**src/rtl/keypad_scan_pkg.sv**
```systemverilog
// Shared types and helpers for the 4x4 keypad scanner.
// Build with KEYPAD_ACCUM_EN to add the hex-entry accumulator.
package keypad_scan_pkg;

  typedef enum logic [1:0] {SCAN, DEBOUNCE, PRESSED, RELEASE} kp_state_e;

  localparam logic [3:0] ROW0     = 4'b1110;
  localparam logic [3:0] ROW1     = 4'b1101;
  localparam logic [3:0] ROW2     = 4'b1011;
  localparam logic [3:0] ROW3     = 4'b0111;
  localparam logic [3:0] COL_IDLE = 4'b1111;

  // Index of the single low bit in an active-low one-hot vector.
  function automatic logic [1:0] low_idx(input logic [3:0] v);
    case (v)
      ROW1:    low_idx = 2'd1;
      ROW2:    low_idx = 2'd2;
      ROW3:    low_idx = 2'd3;
      default: low_idx = 2'd0;
    endcase
  endfunction

  function automatic logic one_low(input logic [3:0] v);
    return $countones(~v) == 1;
  endfunction

  function automatic int cnt_w(input int n);
    return (n > 1) ? $clog2(n) : 1;
  endfunction

endpackage

```
**src/rtl/keypad_scan_if.sv**
```systemverilog
// Key delivery handshake between the scanner (master) and its consumer (slave).
// KEYPAD_ACCUM_EN adds the value bus carrying the hex-entry accumulator.
interface keypad_scan_if;
  logic [3:0]  key_code;
  logic        key_valid;
  logic        key_ack;
  logic        ovf;
`ifdef KEYPAD_ACCUM_EN
  logic [31:0] value;
`endif

  modport master (input key_ack, output key_code, key_valid, ovf
`ifdef KEYPAD_ACCUM_EN
    , value
`endif
  );
  modport slave (output key_ack, input key_code, key_valid, ovf
`ifdef KEYPAD_ACCUM_EN
    , value
`endif
  );
endinterface

```
**src/rtl/keypad_scan_debounce.sv**
```systemverilog
// Column synchronizer plus stability counter: counts while the synchronized
// columns match pat_i and en_i is high, clears on any mismatch or when idle.
module kp_debounce
  import keypad_scan_pkg::*;
#(
  parameter int DEBOUNCE_CYC = 1000000
) (
  input  logic       clk,
  input  logic       rst,
  input  logic [3:0] col_i,
  input  logic       en_i,
  input  logic [3:0] pat_i,
  output logic [3:0] col_s_o,
  output logic       done_o,
  output logic       miss_o
);
  localparam int CW = cnt_w(DEBOUNCE_CYC);

  logic [3:0]    sync1_q, sync2_q;
  logic [CW-1:0] cnt_q, cnt_d;
  logic          match, term;

  assign match   = (sync2_q == pat_i);
  assign term    = (cnt_q == CW'(DEBOUNCE_CYC - 1));
  assign col_s_o = sync2_q;
  assign done_o  = en_i && match && term;
  assign miss_o  = en_i && !match;

  always_comb begin
    cnt_d = '0;
    if (en_i && match && !term) cnt_d = cnt_q + 1'b1;
  end

  always_ff @(posedge clk) begin
    if (!rst) begin
      sync1_q <= COL_IDLE;
      sync2_q <= COL_IDLE;
      cnt_q   <= '0;
    end else begin
      sync1_q <= col_i;
      sync2_q <= sync1_q;
      cnt_q   <= cnt_d;
    end
  end
endmodule

```
**src/rtl/keypad_scan.sv**
```systemverilog
// 4x4 matrix keypad scanner: row rotation, single-key capture, press/release
// debounce and a one-deep key register with overflow flag (KEYPAD_ACCUM_EN: value).
module keypad_scan
  import keypad_scan_pkg::*;
#(
  parameter int SCAN_DIV     = 50000,
  parameter int DEBOUNCE_CYC = 1000000
) (
  input  logic         clk,
  input  logic         rst,
  output logic [3:0]   row,
  input  logic [3:0]   col,
  keypad_scan_if.master kp
);
  localparam int DW = cnt_w(SCAN_DIV);

  kp_state_e     state_q;
  logic [DW-1:0] div_q;
  logic [3:0]    row_q, pat_q, key_q, code_q;
  logic          valid_q, ovf_q;
  logic [3:0]    col_s, db_pat;
  logic          db_en, db_done, db_miss;
  logic          deliver, ack, accept;

  // RELEASE reuses the same counter, just waiting for an all-idle pattern.
  assign db_en  = (state_q == DEBOUNCE) || (state_q == RELEASE);
  assign db_pat = (state_q == RELEASE) ? COL_IDLE : pat_q;

  kp_debounce #(.DEBOUNCE_CYC(DEBOUNCE_CYC)) u_db (
    .clk     (clk),
    .rst     (rst),
    .col_i   (col),
    .en_i    (db_en),
    .pat_i   (db_pat),
    .col_s_o (col_s),
    .done_o  (db_done),
    .miss_o  (db_miss)
  );

  assign deliver = (state_q == DEBOUNCE) && db_done;
  assign ack     = kp.key_ack && valid_q;
  assign accept  = deliver && (!valid_q || kp.key_ack);

`ifdef KEYPAD_ACCUM_EN
  logic [31:0] value_q;
  always_ff @(posedge clk) begin
    if (!rst)        value_q <= '0;
    else if (accept) value_q <= (key_q == 4'hF) ? 32'h0 : {value_q[27:0], key_q};
  end
  assign kp.value = value_q;
`endif

  always_ff @(posedge clk) begin
    if (!rst) begin
      state_q <= SCAN;
      div_q   <= '0;
      row_q   <= ROW0;
      pat_q   <= COL_IDLE;
      key_q   <= '0;
      code_q  <= '0;
      valid_q <= 1'b0;
      ovf_q   <= 1'b0;
    end else begin
      unique case (state_q)
        SCAN: begin
          if (div_q == DW'(SCAN_DIV - 1)) begin
            div_q <= '0;
            if (one_low(col_s)) begin
              state_q <= DEBOUNCE;
              pat_q   <= col_s;
              key_q   <= {low_idx(row_q), low_idx(col_s)};
            end else begin
              row_q <= {row_q[2:0], row_q[3]};
            end
          end else begin
            div_q <= div_q + 1'b1;
          end
        end
        DEBOUNCE: begin
          if (db_done)      state_q <= PRESSED;
          else if (db_miss) state_q <= SCAN;
        end
        PRESSED: if (col_s == COL_IDLE) state_q <= RELEASE;
        RELEASE: begin
          if (db_done)      state_q <= SCAN;
          else if (db_miss) state_q <= PRESSED;
        end
      endcase

      if (ack) begin
        valid_q <= 1'b0;
        ovf_q   <= 1'b0;
      end
      // Delivery wins over a same-cycle ack so the new key stays valid.
      if (deliver) begin
        if (accept) begin
          code_q  <= key_q;
          valid_q <= 1'b1;
        end else begin
          ovf_q <= 1'b1;
        end
      end
    end
  end

  assign row          = row_q;
  assign kp.key_code  = code_q;
  assign kp.key_valid = valid_q;
  assign kp.ovf       = ovf_q;
endmodule
```
**src/flat_wrapper.sv**
```systemverilog
// flat-port wrapper written by rule: the top's interface ports become plain ports
module keypad_scan_flat import keypad_scan_pkg::*;
#(
  parameter int SCAN_DIV     = 50000,
  parameter int DEBOUNCE_CYC = 1000000
)
  (clk, rst, row, col, kp_key_ack, kp_key_code, kp_key_valid, kp_ovf);
  keypad_scan_if kp_i ();
  input  logic clk;
  input  logic rst;
  output logic [3:0] row;
  input  logic [3:0] col;
  input wire logic [$bits(kp_i.key_ack)-1:0] kp_key_ack;
  output wire logic [$bits(kp_i.key_code)-1:0] kp_key_code;
  output wire logic [$bits(kp_i.key_valid)-1:0] kp_key_valid;
  output wire logic [$bits(kp_i.ovf)-1:0] kp_ovf;
  assign kp_i.key_ack = kp_key_ack;
  assign kp_key_code = kp_i.key_code;
  assign kp_key_valid = kp_i.key_valid;
  assign kp_ovf = kp_i.ovf;
  keypad_scan #(.SCAN_DIV(SCAN_DIV), .DEBOUNCE_CYC(DEBOUNCE_CYC)) u_core (.clk(clk), .rst(rst), .row(row), .col(col), .kp(kp_i));
endmodule
```
**config.mk**
```make
export PLATFORM = sky130hd
export DESIGN_NAME = keypad_scan_flat
export DESIGN_NICKNAME = d
export VERILOG_FILES = /design/src/rtl/keypad_scan_pkg.sv /design/src/rtl/keypad_scan_if.sv /design/src/rtl/keypad_scan_debounce.sv /design/src/rtl/keypad_scan.sv /design/src/flat_wrapper.sv
export SDC_FILE = /design/constraint.sdc
export NUM_CORES = 1
export LEC_CHECK = 0
export ABC_AREA = 1
export CAP_MARGIN = 20
export CORE_MARGIN = 10
export CORE_UTILIZATION = 45
export DETAILED_ROUTE_END_ITERATION = 8
export MAX_ROUTING_LAYER = met4
export SLEW_MARGIN = 20
export SYNTH_ARGS = -nofsm -noshare
export SYNTH_HDL_FRONTEND = slang
export SYNTH_SLANG_ARGS = --single-unit
```
**constraint.sdc**
```tcl
create_clock -name clk -period 3.65 [get_ports clk]
set_clock_uncertainty 0.15 [all_clocks]
set_input_delay 0.5475 -clock clk [delete_from_list [all_inputs] [get_ports clk]]
set_output_delay 0.5475 -clock clk [all_outputs]
set_load 0.01 [all_outputs]
```
### Word-level counts from Yosys, hierarchy flattened

Cells that the tools add are included.

* eq/ne operators: 19
* mux-type cells: 18
* add/subtract/negate cells: 5
* reduce and logical (&&, ||, !) cells: 18
* bitwise operators: 2

Operator list (number)
* 32-bit adder: 1
* 32-bit by 2-bit == test with 1-bit output (second input constant): 1
* 20-bit by 1-bit adder with 20-bit output (second input constant): 1
* 20-bit == test (second input constant): 1
* 4-bit == test (second input constant): 5
* 16-bit by 1-bit adder with 16-bit output (second input constant): 1
* 16-bit == test (second input constant): 1
* 16-bit 2-to-1 mux: 1
* 2-bit 2-to-1 mux: 7
* 2-bit case mux with 3 select lines: 2
* 4-bit by 3-bit == test with 1-bit output (second input constant): 2
* 2-bit case mux with 4 select lines: 1
* 1-bit logical AND: 7
* 1-bit 2-to-1 mux: 6
* 2-bit by 1-bit != test with 1-bit output (second input constant): 3
* 3-bit by 1-bit != test with 1-bit output (second input constant): 2
* 3-bit AND reduction: 2
* 5-bit AND reduction: 1
* 1-bit by 1-bit adder with 2-bit output: 2
* 2-bit == test (second input constant): 2
* 4-bit == test: 1
* 4-bit 2-to-1 mux: 1
* 4-bit NOT: 1
* 2-bit AND reduction: 2
* 5 further kinds: 8

* input bits: 7
* logic and storage cells: 73
* output and inout bits: 10
* register bits after elaboration: 64

### Longest topological paths before layout

* depth in word-level cells: 9
* depth in mapped cells: 10
* mapped depth without buffers: 10

### Modules after synthesis

Synthesis repeated with hierarchy kept, for this count alone.

* cell total of the unflattened synthesis: 500
* area total of the unflattened synthesis: 3458.3 um2

By module, submodules not included
* keypad_scan: cells an instance 292, sequential area each 720.7 um2, area each 2005.7 um2, instances 1
* kp_debounce: cells an instance 208, sequential area each 560.5 um2, area each 1452.6 um2, instances 1

### Worst setup path after synthesis

OpenSTA, ideal clock, no wires.

* kind: register -> register
* start point: reg u_core.u_db.sync2_q[0] (netlist: u_core.u_db.col_s_o[0])
* end point: reg u_core.pat_q[0]
* slack: 1.007 ns
* setup time: 0.137 ns
* data required time: 3.363 ns
* path buffers: 1
* period minus slack after synthesis: 2.643 ns
* stages on the path, launching flop included: 10
* arrival time: 2.356 ns
* cells stage by stage: dfxtp_1 > inv_1 > ha_1 > ha_1 > fa_1 > or3b_2 > or2_1 > buf_6 > nand2_1 > o211ai_2

* word-level cells in the longest chain between the ends: 5

Ends and longest elaborated chain
* from (decl): line keypad_scan_debounce.sv:19 `logic [3:0] sync1_q, sync2_q;`
* from (signal assigned): line keypad_scan_debounce.sv:41 `sync2_q <= sync1_q;`
* 4-bit NOT: line keypad_scan_pkg.sv:24 `return $countones(~v) == 1;`
* 1-bit by 1-bit adder with 2-bit output (implied by the code): line keypad_scan_pkg.sv:24
* 32-bit adder (implied by the code): line keypad_scan_pkg.sv:24
* 32-bit by 2-bit == test with 1-bit output: line keypad_scan_pkg.sv:24
* 3-bit AND reduction (no line)
* to (signal assigned): line keypad_scan.sv:70 `pat_q <= col_s;`
* to (decl): line keypad_scan.sv:19 `logic [3:0] row_q, pat_q, key_q, code_q;`

Parallel ways exist; a longest one is shown, timed or not.
A chain may end at the register's enable or synchronous reset.

### Worst setup path in the final report

* start point: reg u_core.u_db.sync2_q[2] (netlist: u_core.u_db.col_s_o[2])
* end point: reg u_core.key_q[0]

* word-level cells in the longest chain between the ends: 5
* elaborated cells on any way between the ends: 9
* those cells by class: add/sub (2); eq/ne (4); mux (1); bitwise (1); reduce/logical (1)

Ends and longest elaborated chain
* 4-bit NOT: line keypad_scan_pkg.sv:24
* 1-bit by 1-bit adder with 2-bit output (implied by the code): line keypad_scan_pkg.sv:24
* 32-bit adder (implied by the code): line keypad_scan_pkg.sv:24
* 32-bit by 2-bit == test with 1-bit output: line keypad_scan_pkg.sv:24
* 3-bit AND reduction (no line)
* to (signal assigned): line keypad_scan.sv:71 `key_q <= {low_idx(row_q), low_idx(col_s)};`
* to (decl): line keypad_scan.sv:19

Parallel ways exist; a longest one is shown, timed or not.

==> flow_metrics.env <==
export IMPL_firstDrtPassIters=4
export IMPL_cts_setup_buffers=0
export IMPL_grt_use_total_pct=12.3
export IMPL_tightest_slew_ns=0.713
export IMPL_first_iter_violations=82
export IMPL_power_density_nw_per_um2=372
export IMPL_critical_path_class="flip-flop to flip-flop"
export IMPL_worstPathMaxFanout=11
export IMPL_port_buffers=16
export IMPL_hold_start="u_core.u_db.sync1_q[1]"
export IMPL_synth_most_common_cell="nand2_1"
export IMPL_syn_area_sq_um=3210
export IMPL_crit_arrival_ns=3.09
export IMPL_antenna_found_initial=0
export IMPL_post_route_drc_count=0
export IMPL_cts_buffer_depth=2
export IMPL_hp_class="flip-flop to flip-flop"
export IMPL_yosys_area_top_type_share_pct=39.9
export IMPL_synth_top_cell_by_area="dfxtp_1"
export IMPL_end_kind="flip-flop"
export IMPL_tns_ns=0
export IMPL_startpoint="u_core.u_db.col_s_o[2]"
export IMPL_report_final_hold_viol_count=0
export IMPL_n_fill_cell=691
export IMPL_crit_path_top_delay_cell="or3b_2"
export IMPL_utilization_pct=52.8
export IMPL_fp_dieArea_sq_um=10900
export IMPL_vias_per_cell=4.77
export IMPL_rr_startpoint="u_core.u_db.col_s_o[2]"
export IMPL_ys_top_cells_by_area="dfxtp_1 (40%), nand2_1 (10%), nor2_1 (6.4%), inv_1 (6.0%), nand3_1 (4.0%)"
export IMPL_vdd_drop_max_uv=218
export IMPL_max_cap_violations=0
export IMPL_postCtsHoldBufs=0
export IMPL_diodes=0
export IMPL_ctsHtreeMaxLevel=3
export IMPL_critPathLaunchType="flip-flop"
export IMPL_fin_crit_ns=3.01
export IMPL_synthDistinctLibCells=38
export IMPL_clock_sinks=64
export IMPL_wl_per_cell_um=11.4
export IMPL_outcome="completed"
export IMPL_cts_root_buf="clkbuf_8"
export IMPL_grt_pass1_vias=2395
export IMPL_yosys_top_cells_count="nand2_1 (87), dfxtp_1 (64), nor2_1 (55)"
export IMPL_synth_edf_count=0
export IMPL_die_height_um=105
export IMPL_grt_pass1_wl_um=10900
export IMPL_routed_wl_um=6190
export IMPL_syn_avg_cell_area_sq_um=7.63
export IMPL_finalSetupViolCount=0
export IMPL_crit_required_ns=3.73
export IMPL_syn_num_nets=439
export IMPL_max_stage_delay_ns=0.52
export IMPL_clk_latency_ns=0.35
export IMPL_gp_congestion=0.838
export IMPL_synth_seq_cells=64
export IMPL_syn2layout_area_growth_pct=13.0
export IMPL_core_region_area_sq_um=6870
export IMPL_fp_row_count=30
export IMPL_vias=2588
export IMPL_start_util_pct=46.8
export IMPL_grt_max_degree=21
export IMPL_clk_pin_slew_worst_paths_ns=0.07
export IMPL_period_share_pct=82.5
export IMPL_gr_total_overflow=0
export IMPL_rsz0062_at_grt="no"
export IMPL_ys_seq_area_share_pct=39.9
export IMPL_synth_warnings=0
export IMPL_synthCells=421
export IMPL_antenna_left=0
export IMPL_ys_async_sr_fraction_pct=0
export IMPL_dpl_hpwl_um=4630
export IMPL_maxSlewViolCount=0
export IMPL_drive_above_1_share_pct=14.1
export IMPL_io_pins=17
export IMPL_nets=459
export IMPL_path_cells="inv_1 > ha_1 > ha_1 > fa_1 > or3b_2 > or2_1 > a21oi_1 > a21oi_1"
export IMPL_post_cts_resized=0
export IMPL_die_x_um=105
export IMPL_synth_main_ff_cell="dfxtp_1"
export IMPL_cts_tree="done"
export IMPL_max_freq_ghz=0.332
export IMPL_relSlewSlack_pct=52.4
export IMPL_numCtsBuffers=9
export IMPL_p_leak_nw=1.41
[power by group]
part / total [mW] / leakage, nW / switching [mW] / internal [mW]
Sequential: 0.710 / 0.518 / 0.00469 / 0.705
Clock: 0.594 / 0.0908 / 0.276 / 0.318
Combinational: 0.0449 / 0.803 / 0.0249 / 0.0200
[layout make-up]
class                      count  area, sq um  share of cell area [%]
clock buffer                  12          135                    3.72
clock inverter                 4         55.1                    1.52
inverter                      53          199                    5.48
multi-input combinational    296         1670                    46.1
sequential                    64         1280                    35.3
tap                           96          120                    3.31
timing repair buffer          17          168                    4.62
[cells in the final DEF (no fill, tap or decap), drive strengths merged, types with 2 or more instances in the layout]
cell type and count:
xor2 10, o211ai 6, nand3 32, a21oi 25, o21ai 12, clkdlybuf4s50 16
ha 10, inv 52, nand4 10, dfxtp 64, nor2 65, or2 11
a211oi 2, nand2 90, xnor2 6, nand3b 2, nor3 11, clkbuf 12
clkinv 3
[state kept, by name, summed over array words and instances (netlist names)]
name                 count
u_core.div_q            16
u_core.key_q             4
u_core.kp.key_code       4
u_core.kp.key_valid      1
u_core.kp.ovf            1
u_core.pat_q             4
u_core.row               4
u_core.state_q           2
u_core.u_db.cnt_q       20
u_core.u_db.col_s_o      4
u_core.u_db.sync1_q      4
[per-layer routing]
| layer | vias to the layer above | global-route usage (%) | wire, um |
|---|---|---|---|
| met1 | 1148 | 15.3 | 3010 |
| li1 | 1387 | - | - |
| met3 | 14 | 3.16 | 276 |
| met2 | 39 | 17.9 | 2770 |
| met5 | - | - | 0 |
| met4 | 0 | 6.56 | 131 |
[critical path: cells and delay by family, from the launching register on]
| kind | cells | cell delay [ns] |
|---|---|---|
| fa+ha+maj | 3 | 0.95 |
| simple gates | 2 | 0.95 |
| flops | 1 | 0.39 |
| compound gates | 2 | 0.35 |
| buf+inv | 1 | 0.12 |
[worst paths after layout]
| kind | end | slack (ns) | cells after the start |
|---|---|---|---|
| setup reg to reg | u_core.key_q[0] | 0.64 | 8 |
| hold reg to reg | u_core.u_db.col_s_o[1] | 0.26 | 1 |
| setup / recovery | u_core.key_q[0] | 0.64 | 8 |
| hold / removal | u_core.u_db.col_s_o[1] | 0.26 | 1 |
[metrics by stage]
stage          worst slack (ns)  instances  total power [mW]  cell area (sq um)  hold WS, ns
5_1_grt                   0.450        542              1.40               3630        0.282
2_1_floorplan              1.01        421             0.755               3210        0.243
6_report                  0.639        542              1.35               3630        0.264
3_3_place_gp              0.776        526             0.770               3440        0.246
4_1_cts                   0.639        542              1.37               3630        0.266
3_5_place_dp              0.655        526             0.771               3440        0.248
[kinds of logic after synthesis]
kind of cell               after synthesis  synth area share [%]
AOI/OAI and AO/OA                       46                  9.74
xor gates and xnor gates                16                  4.36
adders and majority gates               11                  4.52
buffers and inverters                   61                  8.10
DFF                                     64                  39.9
and+or+nand+nor                        223                  33.4
No activity file was read; power rests on OpenSTA's default activity.
